`config.mk`:
```
export PLATFORM = sky130hd
export DESIGN_NAME = pipe_stage_skid
export DESIGN_NICKNAME = d
export VERILOG_FILES = /design/src/rtl/pipe_stage_skid.sv
export SDC_FILE = /design/constraint.sdc
export NUM_CORES = 1
export LEC_CHECK = 0
export CORE_ASPECT_RATIO = 0.6
export CORE_MARGIN = 3
export CORE_UTILIZATION = 50
export DETAILED_ROUTE_END_ITERATION = 16
export GPL_TIMING_DRIVEN = 1
export HOLD_SLACK_MARGIN = 0.08
export PLACE_DENSITY = 0.92
export SKIP_LAST_GASP = 1
export SYNTH_ARGS = -nofsm -noshare
export SYNTH_HDL_FRONTEND = slang
export SYNTH_SLANG_ARGS = --single-unit
export TNS_END_PERCENT = 50
```
`constraint.sdc`:
```
create_clock -name clk -period 2.3 [get_ports clk]
set_input_delay 0.23 -clock clk [delete_from_list [all_inputs] [get_ports clk]]
set_output_delay 0.23 -clock clk [all_outputs]
set_load 0.02 [all_outputs]
```
`src/rtl/pipe_stage_skid.sv`:
```
// pipe_stage_skid: valid/ready pipeline register with 2-entry skid buffer, flush and stall counter
module pipe_stage_skid #(
    parameter int DATA_W = 70,
    parameter int CNT_W  = 16
) (
    input  logic              clk,
    input  logic              rst,
    input  logic              flush_i,
    input  logic              up_valid_i,
    input  logic [DATA_W-1:0] up_data_i,
    output logic              up_ready_o,
    output logic              dn_valid_o,
    output logic [DATA_W-1:0] dn_data_o,
    input  logic              dn_ready_i,
    output logic [1:0]        occupancy_o,
    output logic [CNT_W-1:0]  stall_cnt_o
);
    localparam logic [1:0] EMPTY = 2'd0, HALF = 2'd1, FULL = 2'd2;
    logic [1:0]        state, state_nxt;
    logic [DATA_W-1:0] main_q, skid_q;
    logic [CNT_W-1:0]  cnt_q;
    logic              push, pop;
    // state register; encoding doubles as the occupancy count
    always_ff @(posedge clk) begin
        if (rst) state <= EMPTY;
        else     state <= state_nxt;
    end
    // next state from handshake, flush overrides everything
    always_comb begin
        push = up_valid_i & up_ready_o;
        pop  = dn_valid_o & dn_ready_i;
        state_nxt = flush_i          ? EMPTY :
                    (state == EMPTY) ? (push ? HALF : EMPTY) :
                    (state == HALF)  ? ((push & !pop) ? FULL : (!push & pop) ? EMPTY : HALF) :
                                       (pop ? HALF : FULL);
    end
    // outputs depend only on the state register, so no input-to-output comb path
    always_comb begin
        up_ready_o  = state != FULL;
        dn_valid_o  = state != EMPTY;
        occupancy_o = state;
    end
    // payload storage: main feeds downstream, skid absorbs the one in-flight beat
    always_ff @(posedge clk) begin
        if (rst) begin
            main_q <= '0;
            skid_q <= '0;
        end else if (!flush_i) begin
            if (push && (state == EMPTY || pop)) main_q <= up_data_i;
            else if (push)                       skid_q <= up_data_i;
            else if (state == FULL && pop)       main_q <= skid_q;
        end
    end
    // saturating count of cycles where downstream withholds ready
    always_ff @(posedge clk) begin
        if (rst)                                   cnt_q <= '0;
        else if (dn_valid_o && !dn_ready_i && !(&cnt_q)) cnt_q <= cnt_q + 1'b1;
    end
    assign dn_data_o   = main_q;
    assign stall_cnt_o = cnt_q;
endmodule

```
# After elaboration in Yosys (flattened, before gate mapping)
# Cells that the tools add are included.
[totals]
word_cells = 40
reg_bits = 158
out_inout_bits = 90
[classes]
add_sub_neg = 1
muxes = 9
bitwise = 6
eq_ne = 4
reduce_logical = 16
[ops]
columns = ["op", "n"]
rows = [
  ["$mux 70", 3],
  ["$add 16x1->16 const B", 1],
  ["$reduce_and 16->1", 1],
  ["$mux 2", 4],
  ["$reduce_and 3->1", 2],
  ["$and 1x1->1", 4],
  ["$logic_and 1x1->1", 4],
  ["$logic_not 1->1", 4],
  ["$reduce_bool 2->1", 2],
  ["$eq 2x1->1 const B", 1],
  ["$eq 2x2->1 const B", 1],
  ["$logic_not 2->1", 1],
  ["$mux 1", 2],
  ["$ne 2x1->1 const B", 1],
  ["$ne 2x2->1 const B", 1],
  ["$not 1->1", 2],
  ["$reduce_or 2->1", 1],
  ["$logic_or 1x1->1", 1],
]

# Longest topological paths before layout
[depth]
word_depth = 8
ltp_mapped = 8
depth_no_buf = 5

# Worst setup path after synthesis
# No wires, ideal clock.
[synth_timing]
kind = "reg-to-reg"
startpoint = "register state[0], in the netlist occupancy_o[0]"
endpoint = "register cnt_q[15], in the netlist stall_cnt_o[15]"
path_stages_with_launch = 7
path_buffers = 2
setup_ns = 0.070
slack_ns = 0.260
arrival_time_ns = 1.969
path_cell_list = "dfxtp_1 buf_2 o21bai_2 or4_1 buf_2 or4_1 a21oi_1"
[synth_via]
elab_chain_len = 3
[synth_lines]
columns = ["element", "line_no", "rtl"]
rows = [
  ["start: declaration", "19", "logic [1:0] state, state_nxt;"],
  ["start signal: assignment", "26", "else state <= state_nxt;"],
  ["$reduce_bool 2->1", "40", "dn_valid_o = state != EMPTY;"],
  ["$logic_and 1x1->1 (2 in a row)", "57", "else if (dn_valid_o && !dn_ready_i && !(&cnt_q)) cnt_q <= cnt_q + 1'b1;"],
  ["end signal: assignment", "57", ""],
  ["end: declaration", "21", "logic [CNT_W-1:0] cnt_q;"],
]
# No other way between the ends.
# A chain may end at the register's enable or synchronous reset.

# Final worst setup path
[layout_timing]
startpoint = "register state[1], in the netlist occupancy_o[1]"
endpoint = "output port up_ready_o"
[layout_via]
elab_chain_len = 1
[layout_lines]
columns = ["element", "line_no", "rtl"]
rows = [
  ["$ne 2x2->1", "39", "up_ready_o = state != FULL;"],
  ["end: declaration", "11", "output logic up_ready_o,"],
]
# No other way between the ends.

==> out/qor.log <==
INFO  final_layout   seq_area=0.00316mm²
INFO  critical_path  worst-endpoint-arrival=1900ps
INFO  power          p_seq_frac=0.434
INFO  routing        ant_nets=0
INFO  global_routing grt_antenna_before_repair=0
INFO  routing        viasPerCell=6.17
INFO  placement      number_of_port_buffers=164
INFO  power          p_int=4.92mW
INFO  synth          synth_top_area_share=0.466
INFO  global_routing grt_pass1_vias=6507
INFO  placement      gp_routability_congestion=0.821
INFO  synth          synth_seq_cells=158
INFO  final_layout   final_common_cell=sky130_fd_sc_hd__clkdlybuf4s50_1
INFO  synth          syn-mean-instance-area=8.18µm²
INFO  critical_path  setup.reg_to_reg.worst_slack=210ps
INFO  synth          syn-cell-area=0.00679mm²
INFO  power          proportion_of_total_power_due_to_net_switching=0.249
INFO  die            initial_core_util=0.520
INFO  final_layout   diodes=0
INFO  clock_tree     h-tree-depth=4
INFO  timing         fmax=469MHz
INFO  routing        drt-pass1-iter-count=6
INFO  power          power.net_switching=1.63mW
INFO  global_routing grt_max_degree=75
INFO  power          power.share.combinational=0.120
INFO  final_layout   fin_util=0.707
INFO  timing         report.final.hold_viol_count=0
INFO  critical_path  kind_of_critical_path=register to output port
INFO  critical_path  crit_required=2070ps
INFO  clock_tree     cts_inserted_buffers=17
INFO  placement      dpl_cell_area=0.00861mm²
INFO  critical_path  startpoint=occupancy_o[1]
INFO  die            die_x=156µm
INFO  die            standard_cell_row_count=32
INFO  synth          synth_seq_area_share=0.466
INFO  routing        drtIter0Drc=550
INFO  clock_tree     cts_sinks=158
INFO  timing         timing.final.crit_share=0.926
INFO  synth          yosysTopAreaCell=sky130_fd_sc_hd__dfxtp_1
INFO  global_routing first_pass_grt_wire_length=32.7mm
INFO  clock_tree     cts_setup_buffers=0
INFO  critical_path  path_max_fanout=10
INFO  die            design.core.area=0.0131mm²
INFO  routing        wl=20.7mm
INFO  critical_path  regToRegEndpoint=stall_cnt_o[15]
INFO  synth          postSynthCellCount=830
INFO  die            num_io_pins=165
INFO  timing         report.final.slew_viol_count=0
INFO  clock_tree     post_cts.resized_instances=0
INFO  routing        detail_route.wl_per_cell=18.2µm
INFO  clock_tree     cts_tree=done
INFO  status         result_of_the_run=finished, final reports clean
INFO  synth          ys_top_cells_by_area=sky130_fd_sc_hd__dfxtp_1, sky130_fd_sc_hd__a21oi_1, sky130_fd_sc_hd__o2111ai_1
INFO  synth          synth_cell_type_count=35
INFO  power          clock_power_share=0.445
INFO  clock_tree     postCtsHoldBufs=0
INFO  global_routing gr-usage-all-layers=0.266
INFO  placement      preCtsSetupSlack=26.6ps
INFO  timing         rsz_0062_raised_after_global_routing=false
INFO  timing         fin_worst_skew=11.9ps
INFO  hold_path      holdCritStartpoint=rst
INFO  power          pwr_density_cell=711mW/mm²
INFO  clock_tree     path_clk_slew=70ps
INFO  final_layout   n_fill_cell=989
INFO  critical_path  worstSetupEndpointType=output port
INFO  hold_path      holdCritPathClass=primary input to register
INFO  clock_tree     clock_path_buffers=2
INFO  timing         timing.max_slew.rel_slack=0.529
INFO  critical_path  critical_path.reg2reg.startpoint=occupancy_o[0]
INFO  clock_tree     clkLatencyLatePin=420ps
INFO  power          ir_drop=0.535mV
INFO  timing         fin_setup_tns=0ps
INFO  placement      dp_hpwl=12.4mm
INFO  global_routing gr-total-overflow=0
INFO  final_layout   multi_input_comb_area=0.00331mm²
INFO  timing         final_number_of_setup_violating_endpoints=0
INFO  critical_path  cp-start-kind=register
INFO  timing         fin_hold_ws=221ps
INFO  die            die_h=96.3µm
INFO  hold_path      hold_path_depth=2
INFO  final_layout   finish.net_count=1025
INFO  final_layout   leading_cell_types_in_the_layout_fill_and_taps_excluded=sky130_fd_sc_hd__clkdlybuf4s50_1, sky130_fd_sc_hd__dfxtp_1, sky130_fd_sc_hd__a21oi_1
INFO  timing         fin_crit=2130ps
INFO  critical_path  r2r.worst_path.cells=4
INFO  timing         worst-slew-pin-transition=706ps
INFO  power          p_leak=2.93nW
INFO  routing        detailed_route_via_count=6985
INFO  final_layout   final_instance_area=0.00923mm²
INFO  routing        drc=0
INFO  hold_path      worstHoldEndpoint=stall_cnt_o[1]
INFO  timing         timing.final.ws_setup=169ps
INFO  final_layout   drive_gt1_frac=0.0748
INFO  synth          syn-num-nets=906
INFO  job            maxCapViolCount=0
INFO  die            die-area=0.0151mm²
INFO  clock_tree     clk_root_buffer_cell=sky130_fd_sc_hd__clkbuf_16
INFO  synth          ys.warnings.count=0
INFO  final_layout   area_delta_synth_final=35.9%
==> power by group through the flow <==
stage	combinational (mW)	sequential (mW)	clock (mW)
after floorplan	0.316	2.97	0
after global placement	0.763	2.91	0
after detailed placement	0.777	2.91	0
after CTS	0.782	2.85	2.94
after global routing	0.839	2.85	3.05
final	0.788	2.85	2.92
==> how the worst max path moves through the flow <==
stage	end	cells past startpoint
after floorplan	stall_cnt_o[15]	6
after global placement	stall_cnt_o[15]	5
after detailed placement	stall_cnt_o[15]	5
after CTS	up_ready_o	2
after global routing	stall_cnt_o[10]	5
final	up_ready_o	2
==> layer usage <==
metal,share of wire,up-vias,wire [µm],GRT usage
met5,0,-,0,0
met4,0.014,0,296,0.0743
met3,0.095,31,1950,0.0566
met2,0.45,383,9340,0.426
met1,0.44,3301,9060,0.366
li1,-,3270,-,-
==> sequential cells by signal, summed over array words and instances (netlist names) <==
| name | count |
|---|---|
| dn_data_o | 70 |
| stall_cnt_o | 16 |
| skid_q | 70 |
| occupancy_o | 2 |
==> synthesized netlist by cell type <==
cell type                   instances
sky130_fd_sc_hd__a21boi_1           1
sky130_fd_sc_hd__a21oi_1          153
sky130_fd_sc_hd__and3_1             1
sky130_fd_sc_hd__and4_1             2
sky130_fd_sc_hd__buf_1              5
sky130_fd_sc_hd__buf_2              3
sky130_fd_sc_hd__clkbuf_1          80
sky130_fd_sc_hd__dfxtp_1          158
sky130_fd_sc_hd__ha_1               1
sky130_fd_sc_hd__inv_1              1
sky130_fd_sc_hd__inv_2              1
sky130_fd_sc_hd__mux2_2             1
sky130_fd_sc_hd__mux2i_1            2
sky130_fd_sc_hd__nand2_1          149
sky130_fd_sc_hd__nand3_1            5
sky130_fd_sc_hd__nand3b_1          70
sky130_fd_sc_hd__nand4_1            5
sky130_fd_sc_hd__nor2_1             6
sky130_fd_sc_hd__nor2b_1            1
sky130_fd_sc_hd__nor3_1             2
sky130_fd_sc_hd__nor4_1             5
sky130_fd_sc_hd__o2111ai_1         70
sky130_fd_sc_hd__o21a_1             1
sky130_fd_sc_hd__o21ai_0           76
sky130_fd_sc_hd__o21ai_1            1
sky130_fd_sc_hd__o21ba_2            1
sky130_fd_sc_hd__o21bai_2           1
sky130_fd_sc_hd__o31ai_1            6
sky130_fd_sc_hd__o41ai_2            1
sky130_fd_sc_hd__or2_2              3
sky130_fd_sc_hd__or2b_1             1
sky130_fd_sc_hd__or3_1              8
sky130_fd_sc_hd__or4_1              7
sky130_fd_sc_hd__xnor2_1            1
sky130_fd_sc_hd__xor2_1             1
==> kinds of logic after synthesis <==
kind of cell / after synthesis / share of synthesized area
xor+xnor: 2 / 0.00258
compound gates: 311 / 0.274
buf+inv: 90 / 0.0503
mux: 3 / 0.00461
fa+ha+maj: 1 / 0.00184
flops: 158 / 0.466
simple gates: 265 / 0.201
==> stage by stage <==
| step | power (mW) | instances |
|---|---|---|
| floorplan | 3.29 | 830 |
| global placement | 3.67 | 1100 |
| detailed placement | 3.68 | 1100 |
| CTS | 6.57 | 1132 |
| global route | 6.74 | 1132 |
| finish | 6.56 | 1132 |
==> critical path, cell delays in order (launching register included) <==
cell and delay [ps]:
sky130_fd_sc_hd__dfxtp_1 490, sky130_fd_sc_hd__or2b_2 430, sky130_fd_sc_hd__clkdlybuf4s50_1 570
==> final cells by class <==
type | count | area share
clock inverters | 10 | 0.0137
inverters | 2 | 0.000814
well taps | 170 | 0.0231
flip-flops and latches | 158 | 0.343
repair buffers | 188 | 0.207
multi-input cells | 582 | 0.359
clock buffers | 22 | 0.0536
Note: power is estimated with default switching activity, not from simulation.
